`config.mk`:
```
export PLATFORM = sky130hd
export DESIGN_NAME = lsu_ctrl
export DESIGN_NICKNAME = d
export VERILOG_FILES = /design/src/rtl/lsu_ctrl_pkg.sv /design/src/rtl/fifo_simple.sv /design/src/rtl/lsu_ctrl.sv
export SDC_FILE = /design/constraint.sdc
export NUM_CORES = 1
export LEC_CHECK = 0
export CAP_MARGIN = 40
export CORE_MARGIN = 2
export CORE_UTILIZATION = 33
export CTS_CLUSTER_DIAMETER = 40
export DETAILED_ROUTE_END_ITERATION = 6
export PLACE_DENSITY = 0.65
export SLEW_MARGIN = 20
export SYNTH_ARGS = -nofsm -noshare
export SYNTH_HDL_FRONTEND = slang
export SYNTH_SLANG_ARGS = --single-unit
```
`constraint.sdc`:
```
create_clock -name clk -period 9.77 [get_ports clk]
set_input_delay 0.977 -clock clk [delete_from_list [all_inputs] [get_ports clk]]
set_output_delay 0.977 -clock clk [all_outputs]
set_load 0.02 [all_outputs]
```
`src/rtl/lsu_ctrl_pkg.sv`:
```
// Shared LSU encodings: access-size codes, tracker entry width and the load-data extractor.
package lsu_ctrl_pkg;

    typedef enum logic [1:0] {
        LSU_SIZE_B  = 2'b00,
        LSU_SIZE_H  = 2'b01,
        LSU_SIZE_W  = 2'b10,
        LSU_SIZE_WX = 2'b11
    } lsu_size_e;

    // {load, size, usign, addr, rd, misalgn}
    function automatic int lsu_entry_w(input int rd_w);
        return 1 + 2 + 1 + 32 + rd_w + 1;
    endfunction

    function automatic logic [31:0] lsu_load_extract(
        input logic [31:0] rdata,
        input logic [1:0]  lo,
        input lsu_size_e   size,
        input logic        usign
    );
        logic [31:0] sh;
        sh = rdata >> {lo, 3'b000};
        case (size)
            LSU_SIZE_B: return usign ? {24'b0, sh[7:0]}  : {{24{sh[7]}},  sh[7:0]};
            LSU_SIZE_H: return usign ? {16'b0, sh[15:0]} : {{16{sh[15]}}, sh[15:0]};
            default:    return sh;
        endcase
    endfunction

endpackage

```
`src/rtl/fifo_simple.sv`:
```
// Generic valid/ready FIFO, DP entries, pointers wrap modulo DP; read data is combinational from the head.
// Latency 1 cycle push-to-pop; CUT_READY=1 makes i_rdy depend only on occupancy (no same-cycle pop bypass).
module fifo_simple #(
    parameter int CUT_READY         = 0,
    parameter int ZEROOUT_WHENEMPTY = 1,
    parameter int DP                = 2,
    parameter int DW                = 8
) (
    input  logic          clk,
    input  logic          rst,
    input  logic          i_vld,
    output logic          i_rdy,
    input  logic [DW-1:0] i_dat,
    output logic          o_vld,
    input  logic          o_rdy,
    output logic [DW-1:0] o_dat
);

    localparam int PW = (DP > 1) ? $clog2(DP) : 1;
    localparam int CW = $clog2(DP + 1);

    logic [DW-1:0] mem [DP];
    logic [PW-1:0] wptr;
    logic [PW-1:0] rptr;
    logic [CW-1:0] cnt;
    logic          full;
    logic          empty;
    logic          wr;
    logic          rd;

    function automatic logic [PW-1:0] ptr_inc(input logic [PW-1:0] p);
        return (p == PW'(DP - 1)) ? '0 : p + PW'(1);
    endfunction

    assign full  = (cnt == CW'(DP));
    assign empty = (cnt == '0);
    assign i_rdy = (CUT_READY != 0) ? ~full : (~full | o_rdy);
    assign o_vld = ~empty;
    assign wr    = i_vld & i_rdy;
    assign rd    = o_vld & o_rdy;
    assign o_dat = ((ZEROOUT_WHENEMPTY != 0) && empty) ? '0 : mem[rptr];

    always_ff @(posedge clk) begin
        if (rst) begin
            wptr <= '0;
            rptr <= '0;
            cnt  <= '0;
        end else begin
            if (wr) wptr <= ptr_inc(wptr);
            if (rd) rptr <= ptr_inc(rptr);
            cnt <= cnt + CW'(wr) - CW'(rd);
        end
    end

    always_ff @(posedge clk) begin
        if (wr) mem[wptr] <= i_dat;
    end

endmodule

```
`src/rtl/lsu_ctrl.sv`:
```
// Load/store control: issues aligned lsu_cmd beats, tracks requests in order, retires them as write-back beats.
// Latency 0 cycles req->cmd and rsp->wbck; misaligned entries retire the cycle after push once at head.
// Backpressure: agu_req_rdy drops when the tracker is full (no pop bypass); lsu_rsp_rdy follows wbck_rdy.
// Optional MYRISCV_LSU_MISALGN_EXCP_EN: raise misaligned accesses as exceptions instead of issuing them.
module lsu_ctrl
    import lsu_ctrl_pkg::*;
#(
    parameter int OUTS_DP = 2,
    parameter int RD_W    = 5
) (
    input  logic            clk,
    input  logic            rst,
    input  logic            agu_req_vld,
    output logic            agu_req_rdy,
    input  logic            agu_req_load,
    input  logic [31:0]     agu_req_addr,
    input  logic [31:0]     agu_req_wdata,
    input  logic [1:0]      agu_req_size,
    input  logic            agu_req_usign,
    input  logic [RD_W-1:0] agu_req_rd,
    output logic            lsu_cmd_vld,
    input  logic            lsu_cmd_rdy,
    output logic            lsu_cmd_read,
    output logic [31:0]     lsu_cmd_addr,
    output logic [31:0]     lsu_cmd_wdata,
    output logic [3:0]      lsu_cmd_wmask,
    input  logic            lsu_rsp_vld,
    output logic            lsu_rsp_rdy,
    input  logic [31:0]     lsu_rsp_rdata,
    input  logic            lsu_rsp_err,
    output logic            wbck_vld,
    input  logic            wbck_rdy,
    output logic [31:0]     wbck_data,
    output logic [RD_W-1:0] wbck_rd,
    output logic            wbck_load,
    output logic            wbck_err,
    output logic            wbck_misalgn,
    output logic [31:0]     wbck_badaddr
);

    localparam int ENT_W = lsu_entry_w(RD_W);

    typedef struct packed {
        logic            load;
        lsu_size_e       size;
        logic            usign;
        logic [31:0]     addr;
        logic [RD_W-1:0] rd;
        logic            misalgn;
    } ent_t;

    lsu_size_e   req_size;
    logic        req_misalgn;
    logic        trk_not_full;
    logic        push;
    logic        pop;
    logic        head_vld;
    ent_t        req_ent;
    ent_t        head;
    logic [3:0]  wmask;
    logic [31:0] wdata_rep;
    logic        bus_done;

    assign req_size = lsu_size_e'(agu_req_size);

`ifdef MYRISCV_LSU_MISALGN_EXCP_EN
    assign req_misalgn = ((req_size == LSU_SIZE_H) & agu_req_addr[0])
                       | (req_size[1] & (agu_req_addr[1:0] != 2'b00));
`else
    assign req_misalgn = 1'b0;
`endif

    assign lsu_cmd_vld = ~rst & agu_req_vld & trk_not_full & ~req_misalgn;
    assign agu_req_rdy = ~rst & trk_not_full & (req_misalgn | lsu_cmd_rdy);
    assign push        = agu_req_vld & agu_req_rdy;

    assign req_ent = '{load:    agu_req_load,
                       size:    req_size,
                       usign:   agu_req_usign,
                       addr:    agu_req_addr,
                       rd:      agu_req_rd,
                       misalgn: req_misalgn};

    // Shifts land in 4 bits, so a half at lane 3 keeps only lane 3 when misaligned issue is allowed.
    always_comb begin
        wmask     = 4'b1111;
        wdata_rep = agu_req_wdata;
        case (req_size)
            LSU_SIZE_B: begin
                wmask     = 4'b0001 << agu_req_addr[1:0];
                wdata_rep = {4{agu_req_wdata[7:0]}};
            end
            LSU_SIZE_H: begin
                wmask     = 4'b0011 << agu_req_addr[1:0];
                wdata_rep = {2{agu_req_wdata[15:0]}};
            end
            default: ;
        endcase
        if (agu_req_load) wmask = 4'b0000;
    end

    assign lsu_cmd_read  = lsu_cmd_vld & agu_req_load;
    assign lsu_cmd_addr  = lsu_cmd_vld ? {agu_req_addr[31:2], 2'b00} : 32'h0;
    assign lsu_cmd_wdata = lsu_cmd_vld ? wdata_rep : 32'h0;
    assign lsu_cmd_wmask = lsu_cmd_vld ? wmask : 4'b0000;

    fifo_simple #(
        .CUT_READY         (1),
        .ZEROOUT_WHENEMPTY (0),
        .DP                (OUTS_DP),
        .DW                (ENT_W)
    ) u_trk (
        .clk   (clk),
        .rst   (rst),
        .i_vld (push),
        .i_rdy (trk_not_full),
        .i_dat (req_ent),
        .o_vld (head_vld),
        .o_rdy (pop),
        .o_dat (head)
    );

    // Misaligned heads retire on their own and never consume a bus response.
    assign wbck_vld    = ~rst & head_vld & (head.misalgn | lsu_rsp_vld);
    assign lsu_rsp_rdy = ~rst & head_vld & ~head.misalgn & wbck_rdy;
    assign pop         = wbck_vld & wbck_rdy;
    assign bus_done    = head_vld & ~head.misalgn & lsu_rsp_vld;

    assign wbck_err     = bus_done & lsu_rsp_err;
    assign wbck_misalgn = head_vld & head.misalgn;
    assign wbck_rd      = head_vld ? head.rd : '0;
    assign wbck_load    = head_vld & head.load;
    assign wbck_data    = (bus_done & head.load & ~lsu_rsp_err)
                        ? lsu_load_extract(lsu_rsp_rdata, head.addr[1:0], head.size, head.usign)
                        : 32'h0;
    assign wbck_badaddr = (wbck_err | wbck_misalgn) ? head.addr : 32'h0;

endmodule

```
# Word-level counts from Yosys, hierarchy flattened
# Memory sizes are Yosys's and may differ from the RTL's. A register that Yosys moved wholly into a read port is not among the register bits.
# Index checks and enable logic that the tools add are counted.
[totals] regBits=4 in_bits=112 mem_count=1 ramBits=82 out_inout_bits=145 word_cells=62
[mem_list] name="u_trk.mem" words=2 word_bits=41 read_ports=1 rd_ports_with_merged_regs=1 write_ports=1 line="fifo_simple.sv:22" source="logic [DW-1:0] mem [DP];"
[classes] add_sub_neg=4 mux=18 reduce_logical=3 shift=3 eq_ne=3 bitwise_logic=27
[ops] op="2-to-1 mux 32 bit" count=6
[ops] op="one-hot mux 32 bit (2 select lines)" count=2
[ops] op=">> shifter 32 x 5 -> 32 bit" count=1
[ops] op="bitwise AND 1 bit" count=19
[ops] op="2-to-1 mux 4 bit" count=2
[ops] op="one-hot mux 4 bit (2 select lines)" count=1
[ops] op="zero test 2 bit" count=3
[ops] op="2-to-1 mux 1 bit" count=6
[ops] op="2-to-1 mux 5 bit" count=1
[ops] op="equality test 2 x 1 -> 1 bit (second input constant)" count=2
[ops] op="NOT 1 bit" count=4
[ops] op="<< shifter 1 x 2 -> 4 bit (first input constant)" count=1
[ops] op="<< shifter 2 x 2 -> 4 bit (first input constant)" count=1
[ops] op="adder 1 bit (second input constant)" count=2
[ops] op="adder 2 x 1 -> 2 bit" count=1
[ops] op="equality test 2 bit (second input constant)" count=1
[ops] op="subtractor 2 x 1 -> 2 bit" count=1
[ops] op="bitwise AND 1 bit (second input constant)" count=1
[ops] op="NOT 1 bit (first input constant)" count=1
[ops] op="OR 1 bit" count=1
[ops] op="OR 1 bit (first input constant)" count=1

# Logic depth before layout (Yosys ltp)
[logic_depth] word_depth=8 ltp_mapped=9 ltp_nobuf=9

# Hierarchy
# Synthesis repeated with hierarchy kept, for this count alone.
[unflattened] hier_cells=476 hier_area_um2=5180.0
[modules_own_cells] module="fifo_simple" instances=1 area_per_inst_um2=3278.1 seq_area_each_um2=2622.5 cells_per_inst=160
[modules_own_cells] module="lsu_ctrl" instances=1 area_per_inst_um2=1901.8 seq_area_each_um2=0.0 cells_per_inst=316

# Worst setup path before layout
# OpenSTA, ideal clock, no wires.
[synth_path] path_kind="input -> register" startpoint="input rst" endpoint="memory u_trk.mem[0][0] in the netlist's numbering (enable)" setup_time_ns=0.440 slack_ns=5.956 path_buffers=1 arrival_ns=3.374 required_time_ns=9.330 path_stages=4 cell_sequence="clkbuf_1 -> a21oi_1 -> nand3_1 -> nor2_1"
[synth_via] elab_chain_cells=7
[synth_rtl] item="start: declaration" line="lsu_ctrl.sv:12" source="input logic rst,"
[synth_rtl] item="NOT 1 bit" line="lsu_ctrl.sv:74" source="assign agu_req_rdy = ~rst & trk_not_full & (req_misalgn | lsu_cmd_rdy);"
[synth_rtl] item="bitwise AND 1 bit (2 in a row)" line="lsu_ctrl.sv:74"
[synth_rtl] item="bitwise AND 1 bit" line="lsu_ctrl.sv:75" source="assign push = agu_req_vld & agu_req_rdy;"
[synth_rtl] item="bitwise AND 1 bit" line="fifo_simple.sv:39" source="assign wr = i_vld & i_rdy;"
[synth_rtl] item="2-to-1 mux 1 bit" line="fifo_simple.sv:56" source="if (wr) mem[wptr] <= i_dat;"
[synth_rtl] item="2-to-1 mux 1 bit (not written as such)" line="fifo_simple.sv:56"
[synth_rtl] item="end: declaration" line="fifo_simple.sv:22"
# No other way between the ends.

# Worst setup path after layout
[layout_path] startpoint="input lsu_rsp_vld" endpoint="output wbck_data[20]"
[layout_via] elab_chain_cells=4
[layout_rtl] item="start: declaration" line="lsu_ctrl.sv:27" source="input logic lsu_rsp_vld,"
[layout_rtl] item="bitwise AND 1 bit" line="lsu_ctrl.sv:127" source="assign bus_done = head_vld & ~head.misalgn & lsu_rsp_vld;"
[layout_rtl] item="bitwise AND 1 bit (2 in a row)" line="lsu_ctrl.sv:133" source="assign wbck_data = (bus_done & head.load & ~lsu_rsp_err)"
[layout_rtl] item="2-to-1 mux 32 bit" line="lsu_ctrl.sv:134" source="? lsu_load_extract(lsu_rsp_rdata, head.addr[1:0], head.size, head.usign)"
[layout_rtl] item="end: declaration" line="lsu_ctrl.sv:33" source="output logic [31:0] wbck_data,"
# No other way between the ends.

==> results.yml <==
status:
  outcome: "finished clean"
timing:
  final.setup.tns_ns: 0
  worstMarginPinSlew_ns: 0.897
  rsz0062_at_grt: "false"
  slew_headroom_pct: 39.9
  setup_viol: 0
  fin_skew_ns: 0.00959
  fin_crit_ns: 4.43
  slew_violations: 0
  fmax_mhz: 226
  min_period_over_period_pct: 45.4
  hold_slack_ns: 0.520
  timing_hold_violations_final: 0
layout:
  final_area_sq_um: 8030
  n_antenna_cell: 0
  final_common_cell: "clkdlybuf4s50_1"
  final_cell_mix: "clkdlybuf4s50_1 (253), nor2_1 (85), edfxtp_1 (82)"
  fillers: 1353
  layout-drive-gt1-share_pct: 5.39
  fin_nets: 833
  multiInputGateArea_sq_um: 2290
  seqCellArea_sq_um: 2560
  area_delta_synth_final_pct: 58.8
floorplan:
  dieArea_sq_um: 16300
  die_width_um: 128
  initial_utilization_pct: 33.5
  placementRows: 45
  die_y_um: 128
  core-area_sq_um: 15100
  io_pins: 257
power:
  powerDensity_nw_per_um2: 117
  power.static_leakage_nw: 2.86
  p_total_mw: 0.941
  ir_worst_vdd_uv: 76.5
clock_tree:
  post-cts-setup-buffers: 0
  cts_buffer_depth: 2
  postCtsResizedCells: 0
  cts_buffers: 9
  cts_hold_buffers: 0
  clk_pin_slew_ns: 0.06
  clock_latency_ns: 0.33
  cts-root-buf: "clkbuf_16"
  cts.sinks: 87
  cts_tree: "done"
  cts.htree.levels: 3
logic_synthesis:
  yosysWarnings: 0
  synthCells: 486
  synth-async-reset-ratio_pct: 0
  synth_top_area_cell: "edfxtp_1"
  yosys-top-cells-area: "edfxtp_1 (49%), mux2i_1 (14%), nor2_1 (6.5%), and3_1 (4.9%), a21oi_1 (3.5%)"
  ys.flop_type: "edfxtp_1"
  postSynthAreaPerCell_sq_um: 10.4
  synth_area_sq_um: 5060
  synth_edf_count: 82
  synth_top_area_share_pct: 48.7
  yosys_register_bits: 87
  seq_area_frac_synth_pct: 50.7
  ys_types: 39
routing:
  ant_nets: 0
  vias_per_cell: 5.01
  dr.pass1.iters: 4
  drt_wl_total_um: 15700
  routedWlPerCell_um: 17.2
  vias: 4568
  remaining_drc_errors: 0
  initialDrtViolationCount: 229
global_routing:
  grt_use_total_pct: 18.4
  antenna_found_initial: 0
  gr-total-overflow: 0
  grt_max_degree: 43
  grt_pass1_vias: 4601
  grt_pass1_wl_um: 23900
worst_setup_path:
  worstSetupPathType: "in2out"
  cp-start-kind: "primary input"
  crit_fanout: 16
  crit_required_ns: 8.79
  cp.arrival_ns: 3.46
  end_kind: "output port"
worst_hold_path:
  min_path_type: "reg2reg"
placed_design:
  dp_hpwl_um: 11800
  gp_congestion: 0.892
  dpl-instance-area_sq_um: 7720
  portBuffers: 253
job:
  maxCapViolCount: 0
==> kinds of logic after synthesis <==
kind of cell	count (synthesis)	synth area share [%]
adders and majority gates	2	0.495
DFF	87	50.7
other	1	0.0741
muxes	70	14.1
and+or+nand+nor	173	16.5
AOI/OAI and AO/OA	98	12.9
xor gates and xnor gates	4	0.693
buffers and inverters	51	4.60
==> synthesized netlist by cell type, types with 7 or more instances <==
library cell,count
nor2_1,87
mux2i_1,69
a21oi_1,35
clkbuf_1,25
o21ai_0,17
edfxtp_1,82
nand2_1,13
nor2b_1,14
o21a_1,7
buf_2,9
and3_1,40
inv_1,7
o2bb2ai_1,7
a211oi_1,20
==> worst max-delay path, stage by stage <==
cell and delay [ns]:
clkdlybuf4s50_1 0.49, o21ai_0 0.18, nor3_2 0.76, o21ai_0 0.22, a21oi_1 0.20, clkdlybuf4s50_1 0.63
==> metal layers <==
layer / vias up / GRT usage [%] / wire [um]
met3: 22 / 3.80 / 1160
met2: 178 / 33.2 / 7740
met5: - / 0 / 0
met4: 0 / 6.46 / 295
met1: 2127 / 21.7 / 6510
li1: 2241 / - / -
==> flip-flops by register name (all words and copies together) (netlist names), named ones only <==
| signal | flops |
|---|---|
| u_trk.mem | 82 |
| u_trk.cnt | 2 |
| u_trk.rptr | 1 |
| u_trk.wptr | 1 |
==> path summary, 6_finish.rpt <==
check	cells past startpoint	from	slack (ns)	endpoint
hold reg to reg	2	u_trk.rptr	0.52	u_trk.rptr
setup / recovery	6	lsu_rsp_vld	5.34	wbck_data[20]
hold / removal	2	u_trk.rptr	0.52	u_trk.rptr
setup reg to reg	6	u_trk.cnt[0]	7.34	u_trk.mem[0][36]
==> report_power, final <==
part / switching, mW / internal [mW]
Sequential: 0.00332 / 0.417
Combinational: 0.103 / 0.101
Clock: 0.141 / 0.176
==> through the flow <==
step | utilization, % | cells | setup WS (ns)
6_report | 53.2 | 912 | 5.34
4_1_cts | 53.0 | 910 | 5.14
3_3_place_gp | 51.1 | 894 | 5.27
2_1_floorplan | - | 488 | 5.96
3_5_place_dp | 51.1 | 894 | 5.15
5_1_grt | 53.2 | 912 | 5.05
==> area by class of cell <==
type                       instances  area share, %
clock buffer                      10           2.85
clock inverter                     6          0.655
inverter                           7          0.327
multi-input combinational        350           28.5
sequential                        87           31.9
tap                              188           2.93
timing repair buffer             264           32.8
Note: power is estimated with default switching activity, not from simulation.
